File: src/rtl/decode_stage.sv
// RV32I single-stage decoder with a write-pending scoreboard that stalls issue on RAW/WAW hazards.
// Define DECODE_SCOREBOARD_EN to build the scoreboard; otherwise hazard is tied low.
module decode_stage (
    input  logic        clock,
    input  logic        reset,
    input  logic        in_valid,
    output logic        in_ready,
    input  logic [31:0] in_instruction,
    input  logic [31:0] in_pc,
    output logic        out_valid,
    input  logic        out_ready,
    output logic [31:0] out_pc,
    output logic [4:0]  rs1,
    output logic [4:0]  rs2,
    output logic [4:0]  rd,
    output logic [31:0] out_imm,
    output logic [3:0]  out_class,
    output logic [2:0]  out_funct3,
    output logic        out_funct7b5,
    output logic        out_rd_write,
    output logic        out_illegal,
    input  logic        wb_valid,
    input  logic [4:0]  wb_rd
);

    typedef enum logic [3:0] {
        ClsLui     = 4'd0,
        ClsAuipc   = 4'd1,
        ClsJal     = 4'd2,
        ClsJalr    = 4'd3,
        ClsBranch  = 4'd4,
        ClsLoad    = 4'd5,
        ClsStore   = 4'd6,
        ClsOpImm   = 4'd7,
        ClsOp      = 4'd8,
        ClsIllegal = 4'd15
    } cls_e;

    logic [6:0]  opcode;
    logic [4:0]  cand_rs1;
    logic [4:0]  cand_rs2;
    logic [4:0]  cand_rd;
    cls_e        cand_cls;
    logic [31:0] cand_imm;
    logic        use_rs1;
    logic        use_rs2;
    logic        writes_rd;
    logic        cand_rd_write;
    logic        hazard;
    logic        accept;

    assign opcode   = in_instruction[6:0];
    assign cand_rs1 = in_instruction[19:15];
    assign cand_rs2 = in_instruction[24:20];
    assign cand_rd  = in_instruction[11:7];

    always_comb begin
        cand_cls  = ClsIllegal;
        cand_imm  = 32'd0;
        use_rs1   = 1'b0;
        use_rs2   = 1'b0;
        writes_rd = 1'b0;
        unique case (opcode)
            7'b0110111: begin
                cand_cls  = ClsLui;
                cand_imm  = {in_instruction[31:12], 12'd0};
                writes_rd = 1'b1;
            end
            7'b0010111: begin
                cand_cls  = ClsAuipc;
                cand_imm  = {in_instruction[31:12], 12'd0};
                writes_rd = 1'b1;
            end
            7'b1101111: begin
                cand_cls  = ClsJal;
                cand_imm  = {{11{in_instruction[31]}}, in_instruction[31], in_instruction[19:12],
                             in_instruction[20], in_instruction[30:21], 1'b0};
                writes_rd = 1'b1;
            end
            7'b1100111: begin
                cand_cls  = ClsJalr;
                cand_imm  = {{20{in_instruction[31]}}, in_instruction[31:20]};
                use_rs1   = 1'b1;
                writes_rd = 1'b1;
            end
            7'b1100011: begin
                cand_cls = ClsBranch;
                cand_imm = {{19{in_instruction[31]}}, in_instruction[31], in_instruction[7],
                            in_instruction[30:25], in_instruction[11:8], 1'b0};
                use_rs1  = 1'b1;
                use_rs2  = 1'b1;
            end
            7'b0000011: begin
                cand_cls  = ClsLoad;
                cand_imm  = {{20{in_instruction[31]}}, in_instruction[31:20]};
                use_rs1   = 1'b1;
                writes_rd = 1'b1;
            end
            7'b0100011: begin
                cand_cls = ClsStore;
                cand_imm = {{20{in_instruction[31]}}, in_instruction[31:25], in_instruction[11:7]};
                use_rs1  = 1'b1;
                use_rs2  = 1'b1;
            end
            7'b0010011: begin
                cand_cls  = ClsOpImm;
                cand_imm  = {{20{in_instruction[31]}}, in_instruction[31:20]};
                use_rs1   = 1'b1;
                writes_rd = 1'b1;
            end
            7'b0110011: begin
                cand_cls  = ClsOp;
                use_rs1   = 1'b1;
                use_rs2   = 1'b1;
                writes_rd = 1'b1;
            end
            default: begin
                cand_cls = ClsIllegal;
            end
        endcase
    end

    assign cand_rd_write = writes_rd & (cand_rd != 5'd0);
    assign in_ready      = (~out_valid | out_ready) & ~hazard;
    assign accept        = in_valid & in_ready;

`ifdef DECODE_SCOREBOARD_EN
    logic [31:0] pending_q;
    logic [31:0] pending_d;
    logic [31:0] pending_eff;

    // Write-back clear is applied before the hazard check: the register file write lands this edge.
    always_comb begin
        pending_eff = pending_q;
        if (wb_valid) begin
            pending_eff[wb_rd] = 1'b0;
        end
    end

    always_comb begin
        pending_d = pending_eff;
        if (accept && cand_rd_write) begin
            pending_d[cand_rd] = 1'b1;
        end
        pending_d[0] = 1'b0;
    end

    assign hazard = (use_rs1 & pending_eff[cand_rs1]) |
                    (use_rs2 & pending_eff[cand_rs2]) |
                    (cand_rd_write & pending_eff[cand_rd]);

    always_ff @(posedge clock or negedge reset) begin
        if (!reset) begin
            pending_q <= 32'd0;
        end else begin
            pending_q <= pending_d;
        end
    end
`else
    logic unused_wb;
    assign unused_wb = ^{wb_valid, wb_rd, use_rs1, use_rs2};
    assign hazard    = 1'b0;
`endif

    logic        out_valid_q;
    logic [31:0] out_pc_q;
    logic [4:0]  rs1_q;
    logic [4:0]  rs2_q;
    logic [4:0]  rd_q;
    logic [31:0] out_imm_q;
    cls_e        out_class_q;
    logic [2:0]  out_funct3_q;
    logic        out_funct7b5_q;
    logic        out_rd_write_q;
    logic        out_illegal_q;

    always_ff @(posedge clock or negedge reset) begin
        if (!reset) begin
            out_valid_q    <= 1'b0;
            out_pc_q       <= 32'd0;
            rs1_q          <= 5'd0;
            rs2_q          <= 5'd0;
            rd_q           <= 5'd0;
            out_imm_q      <= 32'd0;
            out_class_q    <= ClsLui;
            out_funct3_q   <= 3'd0;
            out_funct7b5_q <= 1'b0;
            out_rd_write_q <= 1'b0;
            out_illegal_q  <= 1'b0;
        end else if (accept) begin
            out_valid_q    <= 1'b1;
            out_pc_q       <= in_pc;
            rs1_q          <= cand_rs1;
            rs2_q          <= cand_rs2;
            rd_q           <= cand_rd;
            out_imm_q      <= cand_imm;
            out_class_q    <= cand_cls;
            out_funct3_q   <= in_instruction[14:12];
            out_funct7b5_q <= in_instruction[30];
            out_rd_write_q <= cand_rd_write;
            out_illegal_q  <= (cand_cls == ClsIllegal);
        end else if (out_ready) begin
            out_valid_q <= 1'b0;
        end
    end

    assign out_valid    = out_valid_q;
    assign out_pc       = out_pc_q;
    assign rs1          = rs1_q;
    assign rs2          = rs2_q;
    assign rd           = rd_q;
    assign out_imm      = out_imm_q;
    assign out_class    = out_class_q;
    assign out_funct3   = out_funct3_q;
    assign out_funct7b5 = out_funct7b5_q;
    assign out_rd_write = out_rd_write_q;
    assign out_illegal  = out_illegal_q;

endmodule

File: config.mk
export PLATFORM = sky130hd
export DESIGN_NAME = decode_stage
export DESIGN_NICKNAME = d
export VERILOG_FILES = /design/src/rtl/decode_stage.sv
export SDC_FILE = /design/constraint.sdc
export NUM_CORES = 1
export LEC_CHECK = 0
export ABC_AREA = 0
export ABC_CLOCK_PERIOD_IN_PS = 2300
export CAP_MARGIN = 20
export CORE_ASPECT_RATIO = 0.75
export CORE_MARGIN = 2
export CORE_UTILIZATION = 46
export CTS_BUF_LIST = sky130_fd_sc_hd__clkbuf_16
export DETAILED_ROUTE_END_ITERATION = 16
export PLACE_DENSITY = 0.86
export RECOVER_POWER = 50
export SLEW_MARGIN = 20
export SYNTH_ARGS = -nofsm -noshare
export SYNTH_HDL_FRONTEND = slang
export SYNTH_SLANG_ARGS = --single-unit
File: constraint.sdc
create_clock -name clock -period 2.3 [get_ports clock]
set_input_delay 0.23 -clock clock [delete_from_list [all_inputs] [get_ports clock]]
set_output_delay 0.23 -clock clock [all_outputs]
set_load 0.01 [all_outputs]
## Yosys cells after proc, flatten, opt, wreduce, memory -nomap -nowiden

Cells that the tools add are included.

| word-level totals | value |
|---|---|
| register bits | 90 |
| output and inout port bits | 91 |

| operators by class | value |
|---|---|
| reduce and logical (&&, ||, !) cells | 5 |
| equal/unequal tests | 10 |
| muxes and demuxes | 5 |
| bitwise gates (word level) | 4 |

Operator list:

| cell | count |
|---|---|
| $pmux 32 s5 | 1 |
| $pmux 4 s9 | 1 |
| $eq 7x6->1 const B | 3 |
| $eq 7x7->1 const B | 3 |
| $eq 7x5->1 const B | 2 |
| $eq 7x2->1 const B | 1 |
| $reduce_or 7->1 | 1 |
| $reduce_bool 5->1 | 1 |
| $eq 4x4->1 const B | 1 |
| $mux 1 | 3 |
| $reduce_or 3->1 | 1 |
| $and 1x1->1 | 2 |
| $reduce_bool 2->1 | 1 |
| $reduce_or 2->1 | 1 |
| $not 1->1 | 1 |
| $or 1x1->1 | 1 |

## Longest topological paths before layout

Gate-level depths: netlist of run 1.

| depth | value |
|---|---|
| word-level depth | 4 |
| depth in mapped cells | 7 |

## Worst setup path before layout of run 1

No wires, ideal clock.

| path | value |
|---|---|
| path kind | register -> register |
| start | register out_valid_q, in the netlist out_valid |
| end | register out_class_q[0], in the netlist out_class[0] |
| arrival | 1.298 ns |
| data required time | 2.152 ns |
| buffers on the path | 2 |
| clock period less this slack | 1.446 ns |
| library setup time | 0.148 ns |
| cell stages (with the launch flop) | 6 |
| slack | 0.854 ns |
| path through | dfrtp_1 nand2b_1 and2_1 buf_2 buf_1 a41oi_1 |

| between the ends | value |
|---|---|
| longest elaborated chain between the ends | 3 |

RTL lines:

| what | line | source |
|---|---|---|
| start: declaration | 165 | `logic out_valid_q;` |
| start signal: assignment | 179 | `out_valid_q <= 1'b0;` |
| start signal: assignment | 191 | `out_valid_q <= 1'b1;` |
| start signal: assignment | 203 | `out_valid_q <= 1'b0;` |
| $not 1->1 | 124 | `assign in_ready = (~out_valid \| out_ready) & ~hazard;` |
| $or 1x1->1 | 124 |  |
| net in_ready | 7 | `output logic in_ready,` |
| $and 1x1->1 | 125 | `assign accept = in_valid & in_ready;` |
| end signal: assignment | 185 | `out_class_q <= ClsLui;` |
| end signal: assignment | 197 | `out_class_q <= cand_cls;` |
| end: declaration | 171 | `cls_e out_class_q;` |

The timed path passes the listed nets, and every way through them passes these cells.
A chain may end at the register's enable or synchronous reset.

## Final worst setup path of run 1

| path | value |
|---|---|
| start | input port out_ready |
| end | register out_imm_q[2], in the netlist out_imm[2] |

| between the ends | value |
|---|---|
| longest elaborated chain between the ends | 2 |

RTL lines:

| what | line | source |
|---|---|---|
| start: declaration | 11 | `input logic out_ready,` |
| $or 1x1->1 | 124 |  |
| $and 1x1->1 | 125 |  |
| end signal: assignment | 196 | `out_imm_q <= cand_imm;` |
| end: declaration | 170 | `logic [31:0] out_imm_q;` |

Every way passes these cells.

==> results.py, run 1 <==
metrics = {
    "run_status": {
        "outcome": "finished clean",
    },
    "floorplanning": {
        "rows": 29,
        "start_util": 0.4681,
        "coreArea_mm2": 0.008382,
        "die_h_um": 83.99,
        "io-pin-count": 165,
        "die_w_um": 110.6,
        "die-area_mm2": 0.009293,
    },
    "layout": {
        "design_area_mm2": 0.005949,
        "drive_gt1_frac": 0.1057,
        "utilization": 0.7098,
        "nets": 646,
        "fill_cells": 663,
        "antenna_cells": 0,
        "area_delta_synth_final_pct": 51.63,
    },
    "logic_synthesis": {
        "synth_top_family_by_area": "simple AND/OR/NAND/NOR gates",
        "avgSynthCellArea_um2": 9.478,
        "netlist_top_cells_count": "nand2_1, dfrtp_1, o21ai_2, nor2_1, a21oi_1",
        "syn_inst": 414,
        "ys.flop_type": "dfrtp_1",
        "synthArstFlopShare": 1.000,
        "synth_compound_area_frac": 0.1435,
        "synth_xor_area_frac": 0.002232,
        "synth.area.mux_share": 0.005421,
        "synthAdderAreaFrac": 0,
        "yosys.area.top_type_share": 0.5740,
        "seq_area_frac_synth": 0.5740,
        "synth_area_leaders": "dfrtp_1, nand2_1, o21ai_2",
        "syn-num-nets": 488,
        "synth-edff-count": 0,
        "yosys.area.top_type": "dfrtp_1",
        "ys_types": 44,
        "synthSimpleGateAreaFrac": 0.2331,
        "yosysMostFrequentCell": "nand2_1",
        "synth_area_mm2": 0.003924,
        "ys_ff_latch": 90,
        "ys_warn_count": 0,
    },
    "sta": {
        "post-route-period-util": 0.8559,
        "tightest_slew_ps": 1156,
        "finalClockSkew_ps": 6.055,
        "relSlewSlack": 0.2295,
        "min_period_ps": 1969,
        "final_max_slew_viol_count": 0,
        "tns_ps": 0,
        "hold_ws_ps": 419.6,
        "rsz0062_at_grt": "no",
        "hold_viol": 0,
        "setup_viol": 0,
        "fmax_ghz": 0.5080,
    },
    "setup_path": {
        "cp_data_arrival_time_ps": 2220,
        "end_kind": "flip-flop",
        "crit_type": "input pin to flip-flop",
        "critPathLaunchType": "input pin",
        "critPathMaxFanout": 29,
        "rr_worst_depth": 5,
        "worst_ep_required_time_ps": 2560,
    },
    "placed_design": {
        "place_congestion": 0.8862,
        "io_buffers": 158,
        "hpwlAfterDp_mm": 8.231,
        "postPlaceCellArea_mm2": 0.005628,
    },
    "clock_tree": {
        "path_clk_slew_ps": 60,
        "cts_tree": "built",
        "h-tree-depth": 3,
        "insertion_delay_ps": 330,
        "cts.sink_count": 90,
        "ctsRootBufferMaster": "clkbuf_16",
        "cts-resized-gates": 0,
        "cts_buffer_depth": 2,
        "cts_buffers": 9,
    },
    "power": {
        "leakagePower_nw": 2.756,
        "peakVddDrop_mv": 0.4715,
        "power.density_mw_per_mm2": 697.0,
    },
    "hold_path": {
        "min_path_cells": 3,
        "worstHoldPathType": "input pin to flip-flop",
    },
    "global_route": {
        "grt_pass1_vias": 3514,
        "antenna_found_initial": 0,
        "grtUsageTotal": 0.2414,
        "grt_pass1_wl_mm": 17.89,
        "grt_max_degree": 48,
        "grt_overflow": 0,
    },
    "detailed_routing": {
        "drt_first_pass_iters": 5,
        "vias_per_cell": 5.200,
        "ant_nets": 0,
        "wl_mm": 10.98,
        "first_iter_violations": 245,
        "wl_per_cell_um": 16.02,
        "via_count": 3562,
        "drc_errors": 0,
    },
    "run": {
        "drv_cap": 0,
    },
}
==> timing repair <==
action                                 4_1_cts  5_1_grt
endpoints found under the hold margin       44        0
buffers inserted                             0        0
hold buffers                                 1        0
==> metrics by stage <==
| stage | instances | setup slack (ps) | power (mW) |
|---|---|---|---|
| floorplan | 414 | 853.6 | 2.109 |
| global placement | 668 | 123.9 | 2.610 |
| detailed placement | 668 | 50.74 | 2.637 |
| CTS | 685 | 394.8 | 4.214 |
| global route | 685 | 143.5 | 4.353 |
| finish | 685 | 331.4 | 4.147 |
==> placed cells by master, fill, tap and decap left out, types with 2 or more instances in the layout <==
cell type	Yosys	layout
clkbuf_16	0	9
clkdlybuf4s50_1	0	115
nand2_4	1	2
a32oi_1	3	3
nand2_1	182	181
a21boi_1	8	8
a31oi_1	2	2
nand2b_1	6	6
inv_6	0	3
bufinv_16	0	2
a22o_1	6	6
clkbuf_2	0	3
buf_12	0	2
dfrtp_1	90	90
inv_1	2	2
o21ai_0	6	6
o41ai_1	2	2
nor2_1	18	18
a221oi_1	4	4
a21oi_1	12	12
o21ai_2	20	20
buf_4	3	10
dlygate4sd3_1	0	43
==> layer usage <==
metal / GRT usage / wire length (µm) / up-vias / part of all wire
met5: 0 / 0 / - / 0
met4: 0.04773 / 97 / 0 / 0.0088
met3: 0.09150 / 1071 / 16 / 0.098
met2: 0.3809 / 5124 / 157 / 0.47
met1: 0.3230 / 4681 / 1705 / 0.43
li1: - / - / 1684 / -
==> worst max-delay path, stage by stage <==
cell and delay, ps:
dlygate4sd3_1 530, nand2b_1 250, and2_0 550, buf_4 430, nor2_1 90, nor2_1 130
==> flip-flops by register name, summed over array words and instances (netlist names) <==
signal        cells
out_class         4
out_funct3        3
out_funct7b5      1
out_illegal       1
out_imm          32
out_pc           32
out_rd_write      1
out_valid         1
rd                5
rs1               5
rs2               5
==> report_power, final <==
| group | internal (mW) | switching, mW | total, mW |
|---|---|---|---|
| logic | 0.404 | 0.377 | 0.780 |
| clock network | 0.961 | 0.613 | 1.57 |
| registers | 1.72 | 0.0720 | 1.79 |
| total | 3.08 | 1.06 | 4.15 |
==> final timing paths <==
| kind | slack (ps) | endpoint | startpoint |
|---|---|---|---|
| min | 420 | out_pc[2] | in_pc[2] |
| max | 330 | out_imm[2] | out_ready |
| max reg2reg | 430 | out_imm[2] | out_valid |
| min in group asynchronous | 660 | out_imm[7] | reset |
| min reg2reg | 470 | rd[3] | rd[3] |
| max in group asynchronous | 540 | rs2[2] | reset |
==> logic make-up (layout without fill, tap and decap cells) <==
| family | after synthesis | after routing |
|---|---|---|
| and+or+nand+nor | 220 | 220 |
| buffers and inverters | 29 | 192 |
| muxes | 2 | 2 |
| DFF | 90 | 90 |
| AOI/OAI and AO/OA | 72 | 72 |
| xor gates and xnor gates | 1 | 1 |
==> final cells by class <==
cell class | instances | area (µm²) | share of cell area
well taps | 108 | 135.1 | 0.02271
multi-input cells | 295 | 1515 | 0.2547
clock inverters | 7 | 98.84 | 0.01661
repair buffers | 174 | 1715 | 0.2883
clock buffers | 9 | 225.2 | 0.03785
flip-flops and latches | 90 | 2252 | 0.3785
inverters | 2 | 7.507 | 0.001262
Note: power is estimated with default switching activity, not from simulation.
==> run 2, diff against run 1 <==
- CELL_PAD_IN_SITES_DETAIL_PLACEMENT: not set -> 2
- CELL_PAD_IN_SITES_GLOBAL_PLACEMENT: not set -> 2
- CORE_MARGIN: 2 -> not set
- CORE_UTILIZATION: 46 -> 26
- PLACE_DENSITY: 0.86 -> not set
- PLACE_DENSITY_LB_ADDON: not set -> 0.1
==> results.py, run 2 (synthesized netlist as in run 1, its figures left out) <==
metrics = {
    "detailed_routing": {
        "vias_per_cell": 4.613,
        "drc_errors": 0,
        "drt_first_pass_iters": 4,
        "ant_nets": 0,
        "first_iter_violations": 70,
        "wl_per_cell_um": 17.76,
        "via_count": 3612,
        "wl_mm": 13.91,
    },
    "clock_tree": {
        "path_clk_slew_ps": 70,
        "insertion_delay_ps": 340,
        "cts.sink_count": 90,
        "h-tree-depth": 3,
        "ctsRootBufferMaster": "clkbuf_16",
        "cts_buffer_depth": 2,
        "cts-resized-gates": 0,
        "cts_tree": "built",
        "cts_setup_buffers": 0,
        "cts_buffers": 9,
    },
    "power": {
        "power.density_mw_per_mm2": 678.2,
        "peakVddDrop_mv": 0.3246,
        "leakagePower_nw": 2.741,
        "finalPower_mw": 4.113,
    },
    "run": {
        "drv_cap": 0,
    },
    "sta": {
        "tightest_slew_ps": 1248,
        "rsz0062_at_grt": "no",
        "setup_viol": 0,
        "finalClockSkew_ps": 5.047,
        "fmax_ghz": 0.4856,
        "tns_ps": 0,
        "min_period_ps": 2059,
        "final_max_slew_viol_count": 0,
        "post-route-period-util": 0.8954,
        "timing.final.ws_setup_ps": 240.6,
        "hold_viol": 0,
        "relSlewSlack": 0.1678,
    },
    "setup_path": {
        "cp_data_arrival_time_ps": 2330,
        "worst_ep_required_time_ps": 2570,
        "setup.worst_path.start": "in_instruction[3]",
        "r2r_start": "out_valid",
        "critPathMaxFanout": 11,
        "critPathLaunchType": "input pin",
        "end_kind": "flip-flop",
        "crit_type": "input pin to flip-flop",
    },
    "layout": {
        "final_common_cell": "nand2_1",
        "antenna_cells": 0,
        "drive_gt1_frac": 0.1132,
        "area_delta_synth_final_pct": 54.56,
        "stdcell_count": 783,
        "fill_cells": 1597,
        "design_area_mm2": 0.006065,
        "layout_common_cells": "nand2_1, clkdlybuf4s50_1, dfrtp_1",
        "nets": 652,
    },
    "floorplanning": {
        "die-area_mm2": 0.01559,
        "io-pin-count": 165,
        "die_w_um": 143.9,
        "start_util": 0.2688,
        "rows": 38,
        "die_h_um": 108.4,
        "coreArea_mm2": 0.01460,
    },
    "run_status": {
        "outcome": "finished clean",
    },
    "hold_path": {
        "hp-start": "in_pc[27]",
        "worstHoldPathType": "input pin to flip-flop",
    },
    "placed_design": {
        "io_buffers": 158,
        "place_congestion": 0.8119,
        "dp_slack_ps": -154.3,
        "postPlaceCellArea_mm2": 0.005788,
        "dp.cells": 766,
        "hpwlAfterDp_mm": 10.51,
    },
    "global_route": {
        "grt_max_degree": 49,
        "grt_overflow": 0,
        "grt_pass1_wl_mm": 22.18,
        "antenna_found_initial": 0,
        "grt_pass1_vias": 4158,
        "grtUsageTotal": 0.1895,
    },
}
==> run 2: cell types whose count changed in the layout (fill, tap and decap cells not counted), sizes merged <==
cell           previous run  this run
buf                      12        16
bufinv                    2         1
clkbuf                   13        15
clkdlybuf4s50           115       141
clkinv                    1         4
dlygate4sd3              43        17
inv                       5         3
==> run 2: power by group <==
| group | switching (mW) | total, mW | internal, mW |
|---|---|---|---|
| logic | 0.398 | 0.821 | 0.423 |
| clock network | 0.654 | 1.50 | 0.841 |
| registers | 0.0765 | 1.80 | 1.72 |
| total | 1.13 | 4.11 | 2.98 |
==> run 2: repair_timing <==
item / 4_1_cts / 5_1_grt
setup endpoints to repair: 0 / 0
hold buffers: 1 / 0
endpoints found under the hold margin: 46 / 0
==> run 2: worst max-delay path, cell delays in order <==
cell	delay, ps
clkdlybuf4s50_1	530
nor4bb_4	370
a32oi_1	120
nor2_1	770
a21oi_1	140
o21ai_2	160
==> run 2: path summary, 6_finish.rpt <==
kind                                      to  slack (ps)  depth (start not counted)
max in group asynchronous             rs2[1]         420                          3
worst max register to register     out_pc[2]         450                          5
worst max-delay path             out_imm[21]         240                          6
worst min-delay path              out_pc[27]         410                          3
worst min register to register   out_imm[25]         470                          2
min in group asynchronous       out_class[2]         670                          2
==> run 2: area by class of cell <==
| class | count | area, µm² | area share |
|---|---|---|---|
| sequential | 90 | 2252 | 0.3714 |
| timing repair buffer | 180 | 1745 | 0.2878 |
| multi-input combinational | 295 | 1515 | 0.2498 |
| tap | 200 | 250.2 | 0.04126 |
| clock buffer | 9 | 225.2 | 0.03714 |
| clock inverter | 7 | 68.82 | 0.01135 |
| inverter | 2 | 7.507 | 0.001238 |
==> run 2: routing by layer <==
layer / global-route usage / wire length, µm / part of all wire
met1: 0.2260 / 6080 / 0.44
met2: 0.3223 / 6706 / 0.48
met3: 0.06864 / 957 / 0.069
met4: 0.04787 / 163 / 0.012
met5: 0 / 0 / 0
==> run 2: through the flow <==
stage / hold slack (ps) / util
global route: 410.8 / 0.4155
finish: 411.1 / 0.4155
floorplan: -65.59 / -
global placement: 308.5 / 0.3965
CTS: 397.6 / 0.4174
detailed placement: 312.4 / 0.3965
